--- src/rtl/store_buffer_pkg.sv ---
// Shared widths and the buffered-store entry type for the posted-write store buffer.
package store_buffer_pkg;

  localparam int unsigned DATA_W = 32;
  localparam int unsigned ADDR_W = 32;

  // Word-granular address: the byte offset is never stored.
  typedef struct packed {
    logic              valid;
    logic [ADDR_W-1:2] addr;
    logic [DATA_W-1:0] data;
  } sb_entry_t;

endpackage

--- src/rtl/store_buffer_sb_match.sv ---
// DEPTH-way word-address compare over buffered stores; picks the youngest hit.
module sb_match
  import store_buffer_pkg::*;
#(
  parameter int unsigned DEPTH = 4
) (
  input  sb_entry_t                  entries [DEPTH],
  input  logic [$clog2(DEPTH)-1:0]   tail,
  input  logic [ADDR_W-1:2]          lookup_addr,
  output logic                       hit,
  output logic [$clog2(DEPTH)-1:0]   idx
);

  localparam int unsigned PW = $clog2(DEPTH);

  logic [PW-1:0] pos;

  // Walk from oldest (tail-DEPTH) to youngest (tail-1); the last hit seen wins.
  always_comb begin
    hit = 1'b0;
    idx = '0;
    pos = '0;
    for (int unsigned k = DEPTH; k > 0; k--) begin
      pos = tail - PW'(k);
      if (entries[pos].valid && (entries[pos].addr == lookup_addr)) begin
        hit = 1'b1;
        idx = pos;
      end
    end
  end

endmodule

--- src/rtl/store_buffer.sv ---
// Posted-write store buffer: queues stores, drains them when no load owns the
// Data_mem port, and forwards the youngest matching buffered store to loads.
module store_buffer
  import store_buffer_pkg::*;
#(
  parameter int unsigned DEPTH = 4
) (
  input  logic                   clk,
  input  logic                   reset,
  input  logic [ADDR_W-1:0]      address,
  input  logic                   MemRead_ex_mm,
  input  logic                   MemWrite_ex_mm,
  input  logic [DATA_W-1:0]      foutput2_ex_mm,
  input  logic                   flush_ex_mm,
  input  logic                   mem_ready,
  input  logic [DATA_W-1:0]      mem_rdata,
  output logic [ADDR_W-1:0]      mem_address,
  output logic                   mem_read,
  output logic                   mem_write,
  output logic [DATA_W-1:0]      mem_wdata,
  output logic [DATA_W-1:0]      load_data,
  output logic                   stall,
  output logic                   sb_empty,
  output logic [$clog2(DEPTH):0] sb_count
);

  localparam int unsigned PW = $clog2(DEPTH);
  localparam int unsigned CW = PW + 1;

  sb_entry_t     entries_q [DEPTH];
  sb_entry_t     entries_d [DEPTH];
  logic [PW-1:0] head_q, head_d;
  logic [PW-1:0] tail_q, tail_d;
  logic [CW-1:0] count_q, count_d;

  logic          ld, st, drain, enq, full, busy;
  logic          hit;
  logic [PW-1:0] hit_idx;

  assign ld   = MemRead_ex_mm & ~MemWrite_ex_mm & ~flush_ex_mm;
  assign st   = MemWrite_ex_mm & ~flush_ex_mm;
  assign busy = (count_q != '0);
  assign full = (count_q == CW'(DEPTH));

  sb_match #(
    .DEPTH (DEPTH)
  ) u_match (
    .entries     (entries_q),
    .tail        (tail_q),
    .lookup_addr (address[ADDR_W-1:2]),
    .hit         (hit),
    .idx         (hit_idx)
  );

  always_comb begin
    mem_read    = 1'b0;
    mem_write   = 1'b0;
    mem_address = '0;
    mem_wdata   = '0;
    drain       = 1'b0;
    load_data   = '0;
    if (ld) begin
      mem_read    = 1'b1;
      mem_address = address;
      load_data   = hit ? entries_q[hit_idx].data : mem_rdata;
    end else if (busy) begin
      mem_write   = 1'b1;
      mem_address = {entries_q[head_q].addr, 2'b00};
      mem_wdata   = entries_q[head_q].data;
      drain       = mem_ready;
    end
  end

  assign enq      = st & (~full | drain);
  assign stall    = st & full & ~drain;
  assign sb_empty = ~busy;
  assign sb_count = count_q;

  // When full and draining, tail == head: the drained slot is refilled in the
  // same cycle, so the enqueue write must follow the valid-clear.
  always_comb begin
    entries_d = entries_q;
    head_d    = head_q;
    tail_d    = tail_q;
    if (drain) begin
      entries_d[head_q].valid = 1'b0;
      head_d                  = head_q + PW'(1);
    end
    if (enq) begin
      entries_d[tail_q].valid = 1'b1;
      entries_d[tail_q].addr  = address[ADDR_W-1:2];
      entries_d[tail_q].data  = foutput2_ex_mm;
      tail_d                  = tail_q + PW'(1);
    end
    count_d = count_q + CW'(enq) - CW'(drain);
  end

  always_ff @(posedge clk) begin
    if (reset) begin
      for (int unsigned i = 0; i < DEPTH; i++) begin
        entries_q[i] <= '0;
      end
      head_q  <= '0;
      tail_q  <= '0;
      count_q <= '0;
    end else begin
      entries_q <= entries_d;
      head_q    <= head_d;
      tail_q    <= tail_d;
      count_q   <= count_d;
    end
  end

endmodule

--- config.mk ---
export PLATFORM = sky130hd
export DESIGN_NAME = store_buffer
export DESIGN_NICKNAME = d
export VERILOG_FILES = /design/src/rtl/store_buffer_pkg.sv /design/src/rtl/store_buffer_sb_match.sv /design/src/rtl/store_buffer.sv
export SDC_FILE = /design/constraint.sdc
export NUM_CORES = 1
export LEC_CHECK = 0
export ABC_AREA = 1
export CAP_MARGIN = 20
export CORE_ASPECT_RATIO = 1.2
export CORE_MARGIN = 1.5
export CORE_UTILIZATION = 47
export DETAILED_ROUTE_END_ITERATION = 16
export PLACE_DENSITY = 0.7
export SYNTH_ARGS = -nofsm -noshare
export SYNTH_HDL_FRONTEND = slang
export SYNTH_HIERARCHICAL = 1
export SYNTH_SLANG_ARGS = --single-unit
--- constraint.sdc ---
create_clock -name clk -period 3.8 [get_ports clk]
set_clock_uncertainty 0.05 [all_clocks]
set_input_delay 0.76 -clock clk [delete_from_list [all_inputs] [get_ports clk]]
set_output_delay 0.76 -clock clk [all_outputs]
set_load 0.02 [all_outputs]
==> flow_summary.ini <==
[outcome]
status = complete, but fails checks
violations = setup timing

[yosys]
synth_area_per_cell_sq_um = 5.355
ys_seq_area_share_pct = 24.39
synth_cell_types = 27
netlist_instances = 3969
yosys_register_bits = 259
synth_area_sq_um = 21260
synth_nets = 4082
yosysWarnings = 6

[clock_tree]
cts_buffer_depth = 3
h-tree-depth = 1
cts_sinks = 259
clk_latency_ns = 0.59
path_clk_slew_ns = 0.06
root_buffer = clkbuf_16
cts_buffers = 30
cts_tree = built

[critical_path]
cp_max_fo = 32
critPathLaunch = tail_q[0]
path_class = reg -> out
r2r_cells = 8
critical_path.max_stage_delay_ns = 0.39
endpoint_kind = primary output
slowest_stage = dfxtp_4
cp-start-kind = flop
worstReg2RegStart = tail_q[0]
arrival_ns = 3.82
path_common_cell = nand2_1
cp_data_required_time_ns = 2.99

[power_and_ir_drop]
power_leakage_nw = 13.26
power_frac_clock_pct = 27.2
ir_drop_mv = 0.3732
power_frac_comb_pct = 46.0
swShare_pct = 41.90
pwr_density_cell_nw_per_um2 = 416.4
switchingPower_mw = 4.740
intPower_mw = 6.572
seq_power_share_pct = 26.8

[detailed_routing]
drc = 0
avgViaCountPerCell = 5.373
antenna_left = 0
vias = 26022
first_pass_iters = 6
drt_iter0_markers = 2584
wl_um = 84000
wl_per_cell_um = 17.34

[placed_design]
dp_cells = 4764
portBuffers = 204
dpl.hpwl_um = 54790
dp_slack_ns = -1.153
routabilityCongestion = 1.008

[timing]
final_max_slew_viol_count = 0
finalSetupViolations = 32
max_freq_mhz = 216.2
setup_slack_ns = -0.8263
worst_pin_slew_ns = 1.071
period_needed_ns = 4.626
hold_viol = 0
rsz0062_at_grt = yes
period_share_pct = 121.7
slew_headroom_pct = 28.58

[floorplan]
die_w_um = 197.1
initial_utilization_pct = 47.47
core_sq_um = 44770
io_pins = 205
rows = 85
dieHeight_um = 236.0
die_area_sq_um = 46510

[finish]
layout_commonest_cell = nand2_1
final_cell_mix = nand2_1 (1314), inv_1 (677), nor2_1 (309)
layout.cells.non_filler = 4843
n_antenna_cell = 0
nNetsFinal = 4327
drive_gt1_share_pct = 10.68
areaGrowthSynthToFinish_pct = 27.80

[global_route]
grt_max_degree = 125
antenna_found_initial = 0
grt_pass1_wl_um = 130400
grt_overflow = 0
grt_util_all_layers_pct = 35.19
grt_pass1_vias = 23531

[worst_hold_path]
min_from = entries_q[62]
min_path_cells = 2
hp-class = reg -> reg

[job]
drv_cap = 0
-- layout make-up --
class | instances | area (sq um)
Clock inverter | 8 | 91.34
Multi-Input combinational cell | 2752 | 12550
Inverter | 685 | 2589
Tap cell | 609 | 762.0
Fill cell | 4516 | 17610
Clock buffer | 44 | 924.6
Sequential cell | 259 | 5197
Timing Repair Buffer | 486 | 5046
-- cells in the mapped netlist, drive strengths merged --
| cell type | count | area share [%] |
|---|---|---|
| a21oi | 231 | 5.4 |
| buf | 177 | 4.2 |
| clkbuf | 96 | 1.7 |
| dfxtp | 259 | 24 |
| fa | 1 | 0.094 |
| ha | 10 | 0.59 |
| inv | 685 | 12 |
| nand2 | 1337 | 24 |
| nand3 | 309 | 7.4 |
| nand3b | 1 | 0.035 |
| nand4 | 249 | 7.3 |
| nor2 | 328 | 5.9 |
| nor3 | 1 | 0.024 |
| o211ai | 34 | 1.2 |
| o21ai | 247 | 5.8 |
| xor2 | 4 | 0.16 |
-- sequential cells by signal, indices dropped and copies added (netlist names) --
name / cells
entries_q: 252
head_q: 2
sb_count: 3
tail_q: 2
-- cells by family (layout without fill, tap and decap cells) --
logic type                 after synthesis  count (layout)  share of synthesized area [%]
adders and majority gates               11              11                         0.6828
buffers and inverters                  958            1223                          18.01
xor gates and xnor gates                 4               4                         0.1648
AOI/OAI and AO/OA                      512             512                          12.46
DFF                                    259             259                          24.39
and+or+nand+nor                       2225            2225                          44.29
-- path summary, 6_finish.rpt --
path / end / slack (ns)
min: entries_q[62] / 0.42
max: load_data[17] / -0.83
min reg2reg: entries_q[62] / 0.42
max reg2reg: entries_q[217] / 1.25
-- power by group through the flow --
stage	logic, mW	registers [mW]	clock network, mW
after CTS	5.10	3.03	3.11
after floorplan	2.93	3.05	0
after detailed placement	4.90	3.08	0
after global routing	5.61	3.05	3.19
final	5.20	3.03	3.08
after global placement	4.89	3.08	0
-- through the flow --
step	power, mW	utilization [%]	TNS [ns]	area, sq um	hold WS, ns
2_1_floorplan	5.978	-	0	21260	0.3933
3_3_place_gp	7.968	56.56	-33.87	25320	0.4035
3_5_place_dp	7.977	56.56	-34.34	25320	0.4170
4_1_cts	11.24	60.26	-22.24	26980	0.4271
5_1_grt	11.86	60.67	-30.10	27160	0.4576
6_report	11.31	60.67	-24.42	27160	0.4243
-- what timing repair did --
item                                    4_1_cts  5_1_grt
buffers inserted                             11        3
hold buffers                                  0        0
hold endpoints to repair                      0        0
endpoints found under the setup margin       32       35
gates cloned                                  9        4
pin swaps                                    19        6
gates resized for setup                     276       30
-- worst max-delay path, delay by kind of cell (launching register included) --
family,cells,cell delay [ns]
compound gates,4,0.36
flops,1,0.39
simple gates,14,1.48
buf+inv,7,0.96
-- per-layer routing --
metal	vias to the layer above	wire, um	track usage, %
li1	12896	-	-
met1	11636	33240	44.67
met2	1270	39610	59.50
met3	220	7428	4.561
met4	0	3719	15.20
met5	-	0	0
Note: power is estimated with default switching activity, not from simulation.
